`config.mk`:
```
export PLATFORM = sky130hd
export DESIGN_NAME = exec_r2
export DESIGN_NICKNAME = d
export VERILOG_FILES = /design/src/rtl/exec_r2.sv
export SDC_FILE = /design/constraint.sdc
export NUM_CORES = 1
export LEC_CHECK = 0
export BUFFER_PORTS_ARGS = -buffer_cell sky130_fd_sc_hd__buf_2
export CORE_MARGIN = 2
export CORE_UTILIZATION = 57
export DETAILED_ROUTE_END_ITERATION = 12
export PLACE_DENSITY = 0.83
export SKIP_CTS_REPAIR_TIMING = 1
export SLEW_MARGIN = 30
export SYNTH_ARGS = -nofsm -noshare
export SYNTH_HDL_FRONTEND = slang
export SYNTH_SLANG_ARGS = --single-unit
```
`constraint.sdc`:
```
create_clock -name clk -period 6.2 [get_ports clk]
set_input_delay 1.24 -clock clk [delete_from_list [all_inputs] [get_ports clk]]
set_output_delay 1.24 -clock clk [all_outputs]
set_load 0.02 [all_outputs]
```
`src/rtl/exec_r2.sv`:
```
// Execute stage with its R2 output register: ALU, data-memory access, jumps and halt.
// Optional 1-cycle multiplier on opcode 09 when EXEC_MUL_EN is defined.
module exec_r2 #(
    parameter int D_SIZE = 32,
    parameter int A_SIZE = 10
) (
    input  logic              clk,
    input  logic              rst,
    input  logic [6:0]        r1_opcode,
    input  logic [2:0]        r1_destination,
    input  logic [D_SIZE-1:0] r1_operand_a,
    input  logic [D_SIZE-1:0] r1_operand_b,
    input  logic [D_SIZE-1:0] data_in,
    output logic [A_SIZE-1:0] data_addr,
    output logic [D_SIZE-1:0] data_out,
    output logic              data_read_en,
    output logic              data_write_en,
    output logic              jump_en,
    output logic [D_SIZE-1:0] jump_target,
    output logic              r2_pc_halt,
    output logic              r2_pc_flush,
    output logic [6:0]        r2_opcode,
    output logic [2:0]        r2_destination,
    output logic [D_SIZE-1:0] r2_result,
    output logic              r2_write_en
);

    localparam logic [6:0] OP_ADD   = 7'h01;
    localparam logic [6:0] OP_SUB   = 7'h02;
    localparam logic [6:0] OP_AND   = 7'h03;
    localparam logic [6:0] OP_OR    = 7'h04;
    localparam logic [6:0] OP_XOR   = 7'h05;
    localparam logic [6:0] OP_SHL   = 7'h06;
    localparam logic [6:0] OP_SHR   = 7'h07;
    localparam logic [6:0] OP_LOADC = 7'h08;
`ifdef EXEC_MUL_EN
    localparam logic [6:0] OP_MUL   = 7'h09;
`endif
    localparam logic [6:0] OP_LOAD  = 7'h10;
    localparam logic [6:0] OP_STORE = 7'h11;
    localparam logic [6:0] OP_JMP   = 7'h20;
    localparam logic [6:0] OP_JMPZ  = 7'h21;
    localparam logic [6:0] OP_HALT  = 7'h7F;

    // Shift amounts are taken from the low SH_W bits; D_SIZE is assumed a power of two.
    localparam int SH_W = $clog2(D_SIZE);

    typedef enum logic [1:0] {
        S_EXEC,
        S_LOAD_WAIT,
        S_STOPPED
    } state_e;

    state_e              state_q, state_d;
    logic [2:0]          load_dest_q, load_dest_d;
    logic [6:0]          r2_opcode_q, r2_opcode_d;
    logic [2:0]          r2_destination_q, r2_destination_d;
    logic [D_SIZE-1:0]   r2_result_q, r2_result_d;
    logic                r2_write_en_q, r2_write_en_d;

    logic [D_SIZE-1:0]   alu_result;
    logic                alu_we;
    logic                shift_oob;
    logic                operand_b_zero;

    assign shift_oob      = |r1_operand_b[D_SIZE-1:SH_W];
    assign operand_b_zero = (r1_operand_b == '0);

    // ALU: result and write enable for every register-writing opcode.
    always_comb begin
        // NOTE: every variable written in a combinational block gets a default first,
        // so no path leaves it unassigned and no latch is inferred.
        alu_result = '0;
        alu_we     = 1'b0;
        case (r1_opcode)
            OP_ADD: begin
                alu_result = r1_operand_a + r1_operand_b;
                alu_we     = 1'b1;
            end
            OP_SUB: begin
                alu_result = r1_operand_a - r1_operand_b;
                alu_we     = 1'b1;
            end
            OP_AND: begin
                alu_result = r1_operand_a & r1_operand_b;
                alu_we     = 1'b1;
            end
            OP_OR: begin
                alu_result = r1_operand_a | r1_operand_b;
                alu_we     = 1'b1;
            end
            OP_XOR: begin
                alu_result = r1_operand_a ^ r1_operand_b;
                alu_we     = 1'b1;
            end
            OP_SHL: begin
                alu_result = shift_oob ? '0 : (r1_operand_a << r1_operand_b[SH_W-1:0]);
                alu_we     = 1'b1;
            end
            OP_SHR: begin
                alu_result = shift_oob ? '0 : (r1_operand_a >> r1_operand_b[SH_W-1:0]);
                alu_we     = 1'b1;
            end
            OP_LOADC: begin
                alu_result = r1_operand_b;
                alu_we     = 1'b1;
            end
`ifdef EXEC_MUL_EN
            OP_MUL: begin
                alu_result = r1_operand_a * r1_operand_b;
                alu_we     = 1'b1;
            end
`endif
            default: begin
                alu_result = '0;
                alu_we     = 1'b0;
            end
        endcase
    end

    // State register, R2 and the destination of an outstanding load.
    always_ff @(posedge clk) begin
        // NOTE: reset is synchronous; sequential state uses non-blocking assignments only.
        if (rst) begin
            state_q          <= S_EXEC;
            load_dest_q      <= '0;
            r2_opcode_q      <= '0;
            r2_destination_q <= '0;
            r2_result_q      <= '0;
            r2_write_en_q    <= 1'b0;
        end else begin
            state_q          <= state_d;
            load_dest_q      <= load_dest_d;
            r2_opcode_q      <= r2_opcode_d;
            r2_destination_q <= r2_destination_d;
            r2_result_q      <= r2_result_d;
            r2_write_en_q    <= r2_write_en_d;
        end
    end

    // Next-state logic.
    always_comb begin
        state_d     = state_q;
        load_dest_d = load_dest_q;
        case (state_q)
            S_EXEC: begin
                if (r1_opcode == OP_LOAD) begin
                    state_d     = S_LOAD_WAIT;
                    load_dest_d = r1_destination;
                end else if (r1_opcode == OP_HALT) begin
                    state_d = S_STOPPED;
                end
            end
            S_LOAD_WAIT: state_d = S_EXEC;
            S_STOPPED:   state_d = S_STOPPED;
            default:     state_d = S_EXEC;
        endcase
    end

    // Output logic: combinational handshakes and the value R2 loads next.
    always_comb begin
        data_addr        = '0;
        data_out         = '0;
        data_read_en     = 1'b0;
        data_write_en    = 1'b0;
        jump_en          = 1'b0;
        jump_target      = '0;
        r2_pc_halt       = 1'b0;
        r2_pc_flush      = 1'b0;
        r2_opcode_d      = '0;
        r2_destination_d = '0;
        r2_result_d      = '0;
        r2_write_en_d    = 1'b0;
        case (state_q)
            S_EXEC: begin
                data_addr   = r1_operand_a[A_SIZE-1:0];
                data_out    = r1_operand_b;
                jump_target = r1_operand_a;
                case (r1_opcode)
                    OP_LOAD: begin
                        // R1 is held while the read completes; R2 takes a bubble.
                        data_read_en = 1'b1;
                        r2_pc_halt   = 1'b1;
                    end
                    OP_HALT: begin
                        r2_pc_halt = 1'b1;
                    end
                    OP_STORE: begin
                        data_write_en    = 1'b1;
                        r2_opcode_d      = r1_opcode;
                        r2_destination_d = r1_destination;
                    end
                    OP_JMP, OP_JMPZ: begin
                        jump_en          = (r1_opcode == OP_JMP) || operand_b_zero;
                        r2_pc_flush      = jump_en;
                        r2_opcode_d      = r1_opcode;
                        r2_destination_d = r1_destination;
                    end
                    default: begin
                        r2_opcode_d      = r1_opcode;
                        r2_destination_d = r1_destination;
                        r2_result_d      = alu_result;
                        r2_write_en_d    = alu_we;
                    end
                endcase
            end
            S_LOAD_WAIT: begin
                r2_opcode_d      = OP_LOAD;
                r2_destination_d = load_dest_q;
                r2_result_d      = data_in;
                r2_write_en_d    = 1'b1;
            end
            S_STOPPED: begin
                r2_pc_halt = 1'b1;
            end
            default: begin
                r2_pc_halt = 1'b0;
            end
        endcase
    end

    assign r2_opcode      = r2_opcode_q;
    assign r2_destination = r2_destination_q;
    assign r2_result      = r2_result_q;
    assign r2_write_en    = r2_write_en_q;

endmodule

```
# Yosys cells after proc, flatten, opt, wreduce, memory -nomap -nowiden
# Index checks and enable logic that the tools add are counted.
# totals
output_inout_bits	122
inputBits	108
elab_cells	64
register_bits	48
# op_classes
n_reduce_logical	9
n_shift	2
n_addsub	2
bitwise_logic	3
mux	26
eq_ne	16
# op_table
operator	n
$pmux W32 S8	1
$mux W32	5
$pmux W32 S2	1
$add A32 B32 Y32	1
$and A32 B32 Y32	1
$logic_not A32 Y1	1
$or A32 B32 Y32	1
$shl A32 B5 Y32	1
$shr A32 B5 Y32	1
$sub A32 B32 Y32	1
$xor A32 B32 Y32	1
$eq A7 B3 Y1 const B	4
$reduce_or A27 Y1	1
$eq A7 B2 Y1 const B	2
$eq A7 B5 Y1 const B	2
$eq A7 B6 Y1 const B	2
$pmux W7 S2	1
$mux W10	1
$mux W1	9
$reduce_or A8 Y1	1
$eq A7 B1 Y1 const B	1
$eq A7 B4 Y1 const B	1
$eq A7 B7 Y1 const B	1
$mux W7	1
13 further kinds	16

# Logic depth before layout (Yosys ltp)
# depth
ltp_word	5
mapped_depth	21
depth_no_buf	16

# Worst setup path before layout
# Ideal clock, no wire load.
# synth_path
kind	input to output
startpoint	in r1_operand_b[0]
endpoint	out r2_pc_flush
n_path_buf	5
path_stages	12
path_slack_ns	0.484
required_ns	4.960
arrival_time_ns	4.476
cell_sequence	buf_2 -> buf_6 -> inv_1 -> buf_2 -> buf_2 -> ha_1 -> nand4_1 -> nor2_1 -> and3_1 -> nand2_1 -> a2111oi_0 -> buf_4
# synth_between
elab_chain_len	4
# synth_rtl
element	line	rtl
start: declaration	12	input logic [D_SIZE-1:0] r1_operand_b,
$logic_not A32 Y1	67	assign operand_b_zero = (r1_operand_b == '0);
$logic_or A1 B1 Y1	194	jump_en = (r1_opcode == OP_JMP) || operand_b_zero;
$mux W1 (2 in series)	--	
end: declaration	21	output logic r2_pc_flush,
# No other way between the ends.

# Worst setup path in the final report
# layout_path
startpoint	in r1_operand_b[4]
endpoint	reg r2_result_q[29], in the netlist r2_result[29]
# layout_between
elab_chain_len	5
word_cells_on_any_way	9
cone_classes	add/sub (2); shift (2); mux (5)
# layout_rtl
element	line	rtl
parallel branches: the longest is 2 deep, another holds $sub A32 B32 Y32	--	
$pmux W32 S8 *	75	case (r1_opcode)
$mux W32 *	179	case (r1_opcode)
$pmux W32 S2 *	174	case (state_q)
end signal: assignment	136	r2_result_q <= r2_result_d;
end: declaration	58	logic [D_SIZE-1:0] r2_result_q, r2_result_d;
# Mark *: on every way between the ends.
# A chain may end at the register's enable or synchronous reset.

==> qor.txt <==
outcome: finished, final reports clean
Least-Margin Pin Slew: 0.922 ns
GRT Total Usage: 0.459
post-layout util: 0.646
Layout area overhead: 10.4%
number of global-route vias before repair: 11,851
Switch Pwr: 672 uW
reg-to-reg slack, setup: 3.23 ns
top cell type's share of synthesized area: 0.115
Clock Pin Slew Worst Setup and Hold Paths: 0.08 ns
sw frac: 0.459
worst reg2reg path depth: 8
GRT overflow: 0
DR vias: 12,766
Post-Syn Area per Cell: 7.43 sq um
hold-critical path depth: 2
RR Endpoint: r2_result[29]
clock skew: 0.00642 ns
Worst Path Required: 6.41 ns
CTS root buffer: clkbuf_16
fin crit period: 5.71 ns
pwr dens: 125 nW/um^2
CTS Buffer Depth: 2
initial antenna violation count: 0
CTS buffer count: 5
Mapped Cells: 1,423
diode count: 0
Critical Path Max Stage Delay: 0.62 ns
clock tree sinks: 48
CTS tree: yes
Net Count, Synth: 1,629
setup_tns: 0 ns
number of flops mapped to enable cells by yosys: 0
cell taking the most area after synthesis: ha_1
Worst-Skew Late Latency: 0.31 ns
fraction of registers with async set or reset after synthesis: 0
Leak Pwr: 5.05 nW
slew margin rel.: 0.384
post-route cell area: 11,700 sq um
Main synth FF type: dfxtp_1
I/O pin cnt: 230
max cap viols: 0
Final nets: 1,759
DRT Pass-1 Iters: 9
DR vias/cell: 7.16
largest net degree at the start of global routing: 75
WP data arrival: 5.93 ns
worst-path fanout max: 22
reg2reg start: state_q[1]
wire per inst: 26.0 microns
share of layout cells above drive strength 1: 0.234
sequential fraction of design power: 0.214
kind of critical path: in2reg
die area: 19,700 sq um
Cell Int Power: 791 uW
commonest cells in the netlist: nand2_1, nor2_1, a21oi_1
Largest delay share family, worst path: compound AO/OA/AOI/OAI gates
critical path endpoint category: flip-flop
Die H: 140 microns
DRC: 0
WP buf/inv: 1
RSZ-0062 raised after global routing: no
hold path start: load_dest_q[1]
Hold Path Sink: load_dest_q[1]
fin crit share: 0.921
Final Hold Viols: 0
Core ar.: 18,100 sq um
antenna-violating nets left: 0
#FFs+latches synth: 48
DRT Wirelength: 46,400 microns
Crit-path slowest cell: a211oi_1
Die W: 140 microns
combinational group share of total power: 0.548
count leader, synth: nand2_1
initial core utilization: 0.585
I/O Buffers: 229
Distinct cells, synth: 87
kind of start point of the critical path: input pin
CTS H-tree depth: 2
post-DP HPWL: 35,000 microns
Clk pwr share: 0.238
Min-Delay Path Class: reg2reg
hold_ws: 0.464 ns
Slew Viols, Final: 0
count of final setup violators: 0
RePlAce Congestion: 1.09
Peak VDD IR: 116 uV
CP Cell Sequence: buf_2 > nor2_1 > nand3_1 > or4_1 > o41ai_1 > xnor2_1 > ha_1 > o2111ai_1 > a211oi_1 > o21ai_0 > o31ai_1 > o22a_1 > nand2_1
num rows: 49
Post-Place Cell Area: 11,500 sq um
DRT iter0 DRCs: 1,765
area of the mapped netlist: 10,600 sq um
warnings from Yosys: 0
Seq/Total Area, Yosys: 0.0909
main area contributors after synthesis: ha_1, mux4_2, dfxtp_1, nand2_1, a21oi_1
fmax: 175 MHz
first-pass GRT wire length: 70,200 microns
## layout make-up
| class | count | area, sq um |
|---|---|---|
| clock buffers | 5 | 125 |
| repair buffers | 255 | 1350 |
| inverters | 77 | 289 |
| clock inverters | 3 | 46.3 |
| flip-flops and latches | 48 | 963 |
| fillers | 1638 | 6410 |
| well taps | 229 | 287 |
| multi-input cells | 1166 | 8620 |
## placed cells by master (no fill, tap or decap), types with 47 or more instances in the layout
| master | instances |
|---|---|
| nor3_1 | 93 |
| nand2_1 | 168 |
| nor2_1 | 113 |
| a21oi_1 | 105 |
| mux2i_1 | 49 |
| ha_1 | 97 |
| inv_1 | 74 |
| mux4_2 | 47 |
| o21ai_0 | 72 |
| buf_2 | 227 |
## sequential cells by signal, indices dropped and copies added, names as in the netlist
signal and flops:
r2_opcode 7, r2_result 32, r2_destination 3, r2_write_en 1, state_q 2, load_dest_q 3
## power by group through the flow
stage	clock network [mW]	registers, mW	logic (mW)
6_report	0.349	0.313	0.801
5_1_grt	0.356	0.313	0.852
4_1_cts	0.346	0.313	0.772
3_5_place_dp	0	0.320	0.766
3_3_place_gp	0	0.320	0.761
2_1_floorplan	0	0.326	0.514
## through the flow
step / total power [mW] / setup slack (ns) / cells
2_1_floorplan: 0.840 / 0.484 / 1423
3_3_place_gp: 1.08 / 0.435 / 1775
3_5_place_dp: 1.09 / 0.513 / 1775
4_1_cts: 1.43 / 0.818 / 1783
5_1_grt: 1.52 / 0.278 / 1783
6_report: 1.46 / 0.487 / 1783
## worst max-delay path by stage
stage / end / slack (ns) / depth (start not counted) / from
global placement: r2_result[21] / 0.44 / 16 / r1_opcode[5]
global route: r2_result[29] / 0.28 / 15 / r1_opcode[5]
detailed placement: r2_result[29] / 0.51 / 13 / r1_operand_b[4]
floorplan: r2_pc_flush / 0.48 / 12 / r1_operand_b[0]
CTS: r2_result[29] / 0.82 / 13 / r1_operand_b[4]
finish: r2_result[29] / 0.49 / 13 / r1_operand_b[4]
## worst reg2reg max path, cell delays in order (launching register included)
cell      delay [ns]
dfxtp_2         0.32
buf_4           0.59
nor2_4          0.33
buf_4           0.35
a222oi_1        0.39
o211ai_1        0.19
a211oi_1        0.46
o22a_1          0.20
nand2_1         0.04
## layer usage
metal | vias to the layer above | wire length, microns | GRT usage
met2 | 1054 | 19900 | 0.707
li1 | 5588 | - | -
met1 | 5876 | 17200 | 0.598
met3 | 248 | 5740 | 0.0926
met5 | - | 0 | 0
met4 | 0 | 3560 | 0.270
## cell families after synthesis
kind of cell	count (synthesis)	share of synthesized area
flops	48	0.0909
xor+xnor	51	0.0422
compound gates	399	0.260
buf+inv	209	0.0967
simple gates	502	0.225
fa+ha+maj	98	0.117
mux	116	0.168
(Power assumes the default switching activity.)
